<file path="config.mk">
export PLATFORM = sky130hd
export DESIGN_NAME = fifo_rd_stream
export DESIGN_NICKNAME = d
export VERILOG_FILES = /design/src/rtl/fifo_rd_stream.sv
export SDC_FILE = /design/constraint.sdc
export NUM_CORES = 1
export LEC_CHECK = 0
export CAP_MARGIN = 20
export CORE_AREA = 2 2 68 70
export DETAILED_ROUTE_END_ITERATION = 12
export DIE_AREA = 0 0 70 72
export DONT_BUFFER_PORTS = 1
export PLACE_DENSITY_LB_ADDON = 0.2
export SKIP_LAST_GASP = 1
export SLEW_MARGIN = 20
export SYNTH_ARGS = -nofsm -noshare
export SYNTH_HDL_FRONTEND = slang
export SYNTH_SLANG_ARGS = --single-unit
</file>
<file path="constraint.sdc">
create_clock -name clk -period 2.6 [get_ports clk]
set_input_delay 0.26 -clock clk [delete_from_list [all_inputs] [get_ports clk]]
set_output_delay 0.26 -clock clk [all_outputs]
set_load 0.1 [all_outputs]
</file>
<file path="src/rtl/fifo_rd_stream.sv">
// fifo_rd_stream: drains a synchronous FIFO with one cycle of read latency into a
// valid/ready stream through a two-entry skid buffer, plus beat counter and error flag.
module fifo_rd_stream #(
  parameter int FIFO_WIDTH = 16,
  parameter int CNT_WIDTH  = 16
) (
  input  logic                  clk,
  input  logic                  rst_n,
  input  logic [FIFO_WIDTH-1:0] fifo_data_out,
  input  logic                  fifo_empty,
  input  logic                  fifo_underflow,
  output logic                  fifo_rd_en,
  output logic [FIFO_WIDTH-1:0] m_data,
  output logic                  m_valid,
  input  logic                  m_ready,
  output logic [CNT_WIDTH-1:0]  beat_count,
  output logic                  proto_err
);

  typedef enum logic [1:0] {
    S_EMPTY = 2'd0,
    S_ONE   = 2'd1,
    S_TWO   = 2'd2
  } state_t;

  state_t                state_q, state_d;
  logic                  infl_q, infl_d;
  logic [FIFO_WIDTH-1:0] head_q, head_d;
  logic [FIFO_WIDTH-1:0] tail_q, tail_d;
  logic [CNT_WIDTH-1:0]  beat_count_q, beat_count_d;
  logic                  proto_err_q, proto_err_d;

  logic       pop;
  logic       cap;
  logic [1:0] occ;
  logic [2:0] level;

  assign occ        = state_q;
  assign m_valid    = (state_q != S_EMPTY);
  assign m_data     = head_q;
  assign beat_count = beat_count_q;
  assign proto_err  = proto_err_q;
  assign pop        = m_valid && m_ready;
  assign cap        = infl_q;

  // Occupancy after this edge including the word in flight; a read is only
  // issued when that leaves room, so occ + infl_q never exceeds two.
  assign level      = {1'b0, occ} + {2'b00, infl_q} - {2'b00, pop};
  assign fifo_rd_en = rst_n && !fifo_empty && (level < 3'd2);

  always_comb begin
    state_d      = state_q;
    head_d       = head_q;
    tail_d       = tail_q;
    infl_d       = fifo_rd_en;
    beat_count_d = pop ? beat_count_q + {{(CNT_WIDTH-1){1'b0}}, 1'b1} : beat_count_q;
    proto_err_d  = proto_err_q | (fifo_underflow && infl_q);

    unique case (state_q)
      S_EMPTY: begin
        if (cap) begin
          state_d = S_ONE;
          head_d  = fifo_data_out;
        end
      end
      S_ONE: begin
        if (cap && !pop) begin
          state_d = S_TWO;
          tail_d  = fifo_data_out;
        end else if (cap && pop) begin
          head_d = fifo_data_out;
        end else if (pop) begin
          state_d = S_EMPTY;
        end
      end
      S_TWO: begin
        if (pop) begin
          head_d = tail_q;
          if (cap) begin
            tail_d = fifo_data_out;
          end else begin
            state_d = S_ONE;
          end
        end else if (cap) begin
          // A capture with a full buffer means the read gating was violated; drop it.
          proto_err_d = 1'b1;
        end
      end
      default: begin
        state_d = S_EMPTY;
      end
    endcase
  end

  always_ff @(posedge clk) begin
    if (!rst_n) begin
      state_q      <= S_EMPTY;
      infl_q       <= 1'b0;
      head_q       <= '0;
      tail_q       <= '0;
      beat_count_q <= '0;
      proto_err_q  <= 1'b0;
    end else begin
      state_q      <= state_d;
      infl_q       <= infl_d;
      head_q       <= head_d;
      tail_q       <= tail_d;
      beat_count_q <= beat_count_d;
      proto_err_q  <= proto_err_d;
    end
  end

endmodule
</file>
==> flow_metrics.py <==
metrics = {
    "yosys": {
        "avgSynthCellArea_um2": 9.72,
        "async_flop_share_pct": 0,
        "syn_nets": 262,
        "ys_types": 42,
        "netlist_area_um2": 2320,
        "yosysTopAreaCell": "dfxtp_1",
        "synth_top_area_share_pct": 44.8,
        "seq_area_frac_synth_pct": 44.8,
        "synthTopCellsByCount": "dfxtp_1 (52), nor2_1 (49), mux2i_1 (36)",
        "synth_area_leaders": "dfxtp_1 (45%), mux2i_1 (16%), nor2_1 (7.9%)",
        "synth_edf_count": 0,
        "yosys_warnings": 0,
        "ys_ff_latch": 52,
        "netlist_instances": 239,
        "yosysMostFrequentCell": "dfxtp_1",
        "ys.flop_type": "dfxtp_1",
    },
    "clock_network": {
        "tritoncts": "yes",
        "clock_sinks": 52,
        "holdBufCountCts": 0,
        "clockBufferDepth": 2,
        "clkLatencyLatePin_ns": 0.30,
        "cts-root-buf": "clkbuf_8",
        "cts-resized-gates": 0,
        "cts_max_level": 2,
        "cts_setup_buffers": 0,
        "cts_buffers": 5,
        "path_clk_slew_ns": 0.09,
    },
    "setup_path": {
        "path_class": "flip-flop to primary output",
        "critPathRequiredTime_ns": 2.34,
        "r2r_cells": 4,
        "r2r-end": "tail_q[12]$_SDFFE_PN0P_",
        "end_kind": "primary output",
        "path_max_fanout": 10,
        "worstPathArrival_ns": 2.22,
        "r2r-start": "occ[0]$_SDFFE_PN0P_",
        "crit_chain": "and3b_1 -> o21ai_0 -> fa_1 -> xor2_1 -> nor3_4 -> buf_12",
        "rrSetupSlack_ns": 0.78,
        "critPathSlowestCell": "dfxtp_1",
        "cpPeakStageDelay_ns": 0.41,
        "cp-start-kind": "flip-flop",
    },
    "final_layout": {
        "fin_nets": 291,
        "n_fill_cell": 378,
        "n_antenna_cell": 0,
        "ff_latch_area_um2": 1040,
        "layout-drive-gt1-share_pct": 20.4,
        "syn_to_final_growth_pct": 16.7,
        "multi_input_area_um2": 1190,
    },
    "drt": {
        "ant_nets": 0,
        "route.detailed.drc": 0,
        "drtPass1Iterations": 4,
        "totalWireLength_mm": 4.34,
        "avgRoutedWirePerCell_um": 13.5,
        "vias": 1710,
        "drt_iter0_drc": 50,
        "viasPerCell": 5.33,
    },
    "floorplanning": {
        "io_pins": 56,
        "die_area_um2": 5040,
        "die_h_um": 72,
        "num_rows": 24,
        "fp.dieW_um": 70,
        "fp.coreArea_um2": 4260,
        "initial_core_util_pct": 54.5,
    },
    "pwr": {
        "cellInternalPower_mw": 1.20,
        "share_comb_of_total_power_pct": 21.5,
        "p_per_area_nw_per_um2": 656,
        "power.switching_mw": 0.576,
        "leakagePower_nw": 1.26,
        "p_seq_share_pct": 48.0,
        "ir_drop_v": 0.000381,
        "clkPwrFrac_pct": 30.5,
        "swShare_pct": 32.4,
    },
    "global_route": {
        "first_global_vias": 1540,
        "antenna_found_initial": 0,
        "grt_max_degree": 33,
        "grt_overflow_total": 0,
        "track_usage_pct": 17.9,
        "grt_pass1_wl_mm": 7.18,
    },
    "timing": {
        "hold_viol_final": 0,
        "period_share_pct": 95.4,
        "rsz0062_at_grt": "no",
        "worst_slew_margin_rel_pct": 33.1,
        "fin_skew_ns": 0.00616,
        "whs_ns": 0.0282,
        "finalSetupViolCount": 0,
        "maxSlewViolCount": 0,
        "tightest_slew_ns": 1.00,
        "maxClockFrequency_ghz": 0.403,
        "fin_tns_setup_ns": 0,
        "finalCriticalPeriod_ns": 2.48,
    },
    "status": {
        "outcome": "completed",
    },
    "place": {
        "dp_hpwl_mm": 3.17,
        "place_congestion": 0.789,
        "port_buffers": 0,
    },
    "hold_path": {
        "hold_depth": 1,
        "hold_end": "cap$_SDFF_PN0_",
        "min-delay-path-class": "input pin to flip-flop",
        "worstHoldStart": "fifo_empty",
    },
    "run": {
        "maxCapViolations": 0,
    },
}
[routing by layer]
metal  up-vias  part of all wire (%)  track usage, %  wire (µm)
met5         -                     0               0          0
met3         2                   5.8            6.67        253
li1        894                     -               -          -
met1       779                    46            22.2       1990
met2        35                    48            29.7       2070
met4         0                  0.58            5.13         25
[final cells by class]
cell class | count | area share, %
Sequential cell | 52 | 38.4
Timing Repair Buffer | 37 | 10.7
Multi-Input combinational cell | 169 | 44.0
Clock buffer | 5 | 2.54
Tap cell | 52 | 2.40
Clock inverter | 3 | 1.57
Inverter | 3 | 0.416
[cell usage in the layout, fill, tap and decap left out, drive strengths merged]
master | netlist | routed
or4b | 1 | 1
inv | 3 | 3
nand4 | 6 | 6
nand2b | 2 | 2
o2bb2ai | 1 | 1
o2111ai | 1 | 1
and2 | 3 | 3
and3 | 1 | 1
nand3 | 5 | 5
nor3b | 2 | 2
o211a | 1 | 1
and3b | 1 | 1
o41ai | 1 | 1
nand2 | 4 | 4
a21oi | 6 | 6
clkinv | 0 | 1
and4 | 1 | 1
o22a | 1 | 1
or3 | 1 | 1
nor3 | 4 | 4
fa | 1 | 1
nor2b | 3 | 3
o21bai | 1 | 1
xnor2 | 7 | 7
nor2 | 50 | 50
xor2 | 5 | 5
dfxtp | 52 | 52
clkinvlp | 0 | 1
buf | 10 | 37
mux2i | 36 | 36
o21ai | 3 | 3
a31o | 1 | 1
ha | 1 | 1
or2 | 1 | 1
o21a | 1 | 1
a211oi | 16 | 16
clkbuf | 5 | 5
nor4 | 1 | 1
bufinv | 0 | 1
[power groups by stage]
stage	registers (mW)	logic, mW	clock network (mW)
finish	0.853	0.383	0.542
global route	0.857	0.405	0.583
CTS	0.854	0.387	0.559
detailed placement	0.872	0.386	0
global placement	0.871	0.384	0
floorplan	1.07	0.130	0
[how the worst max path moves through the flow]
stage | cells after the start | endpoint | start
final | 6 | fifo_rd_en | occ[0]$_SDFFE_PN0P_
after detailed placement | 6 | fifo_rd_en | occ[0]$_SDFFE_PN0P_
after CTS | 6 | fifo_rd_en | occ[0]$_SDFFE_PN0P_
after global routing | 6 | fifo_rd_en | occ[0]$_SDFFE_PN0P_
after floorplan | 6 | fifo_rd_en | occ[0]$_SDFFE_PN0P_
after global placement | 6 | fifo_rd_en | occ[0]$_SDFFE_PN0P_
[sequential cells by signal, indices dropped and copies added (netlist names)]
register    flops
beat_count     16
cap             1
m_data         16
occ             2
proto_err       1
tail_q         16
[metrics by stage]
stage               cells  worst slack [ns]  cell area, µm²  power [mW]  util, %
floorplan             239             0.112            2330        1.20        -
global placement      313             0.490            2600        1.25     60.9
detailed placement    313             0.435            2600        1.26     60.9
CTS                   321            0.0960            2710        1.80     63.6
global route          321            0.0242            2710        1.84     63.6
finish                321             0.120            2710        1.78     63.6
[logic make-up (layout without fill, tap and decap cells)]
logic type      count (synthesis)  in the layout  synth area share [%]
simple gates                   86             86                  18.3
flops                          52             52                  44.8
mux                            36             36                  15.5
compound gates                 33             33                  11.1
buf+inv                        18             48                  4.36
xor+xnor                       12             12                  4.53
fa+ha+maj                       2              2                  1.40
[worst max-delay path: cells and delay by family (launching register included)]
family | cells | cell delay [ns]
compound gates | 1 | 0.15
xor+xnor | 1 | 0.19
fa+ha+maj | 1 | 0.41
buf+inv | 1 | 0.20
flops | 1 | 0.41
simple gates | 2 | 0.57
Note: power is estimated with default switching activity, not from simulation.
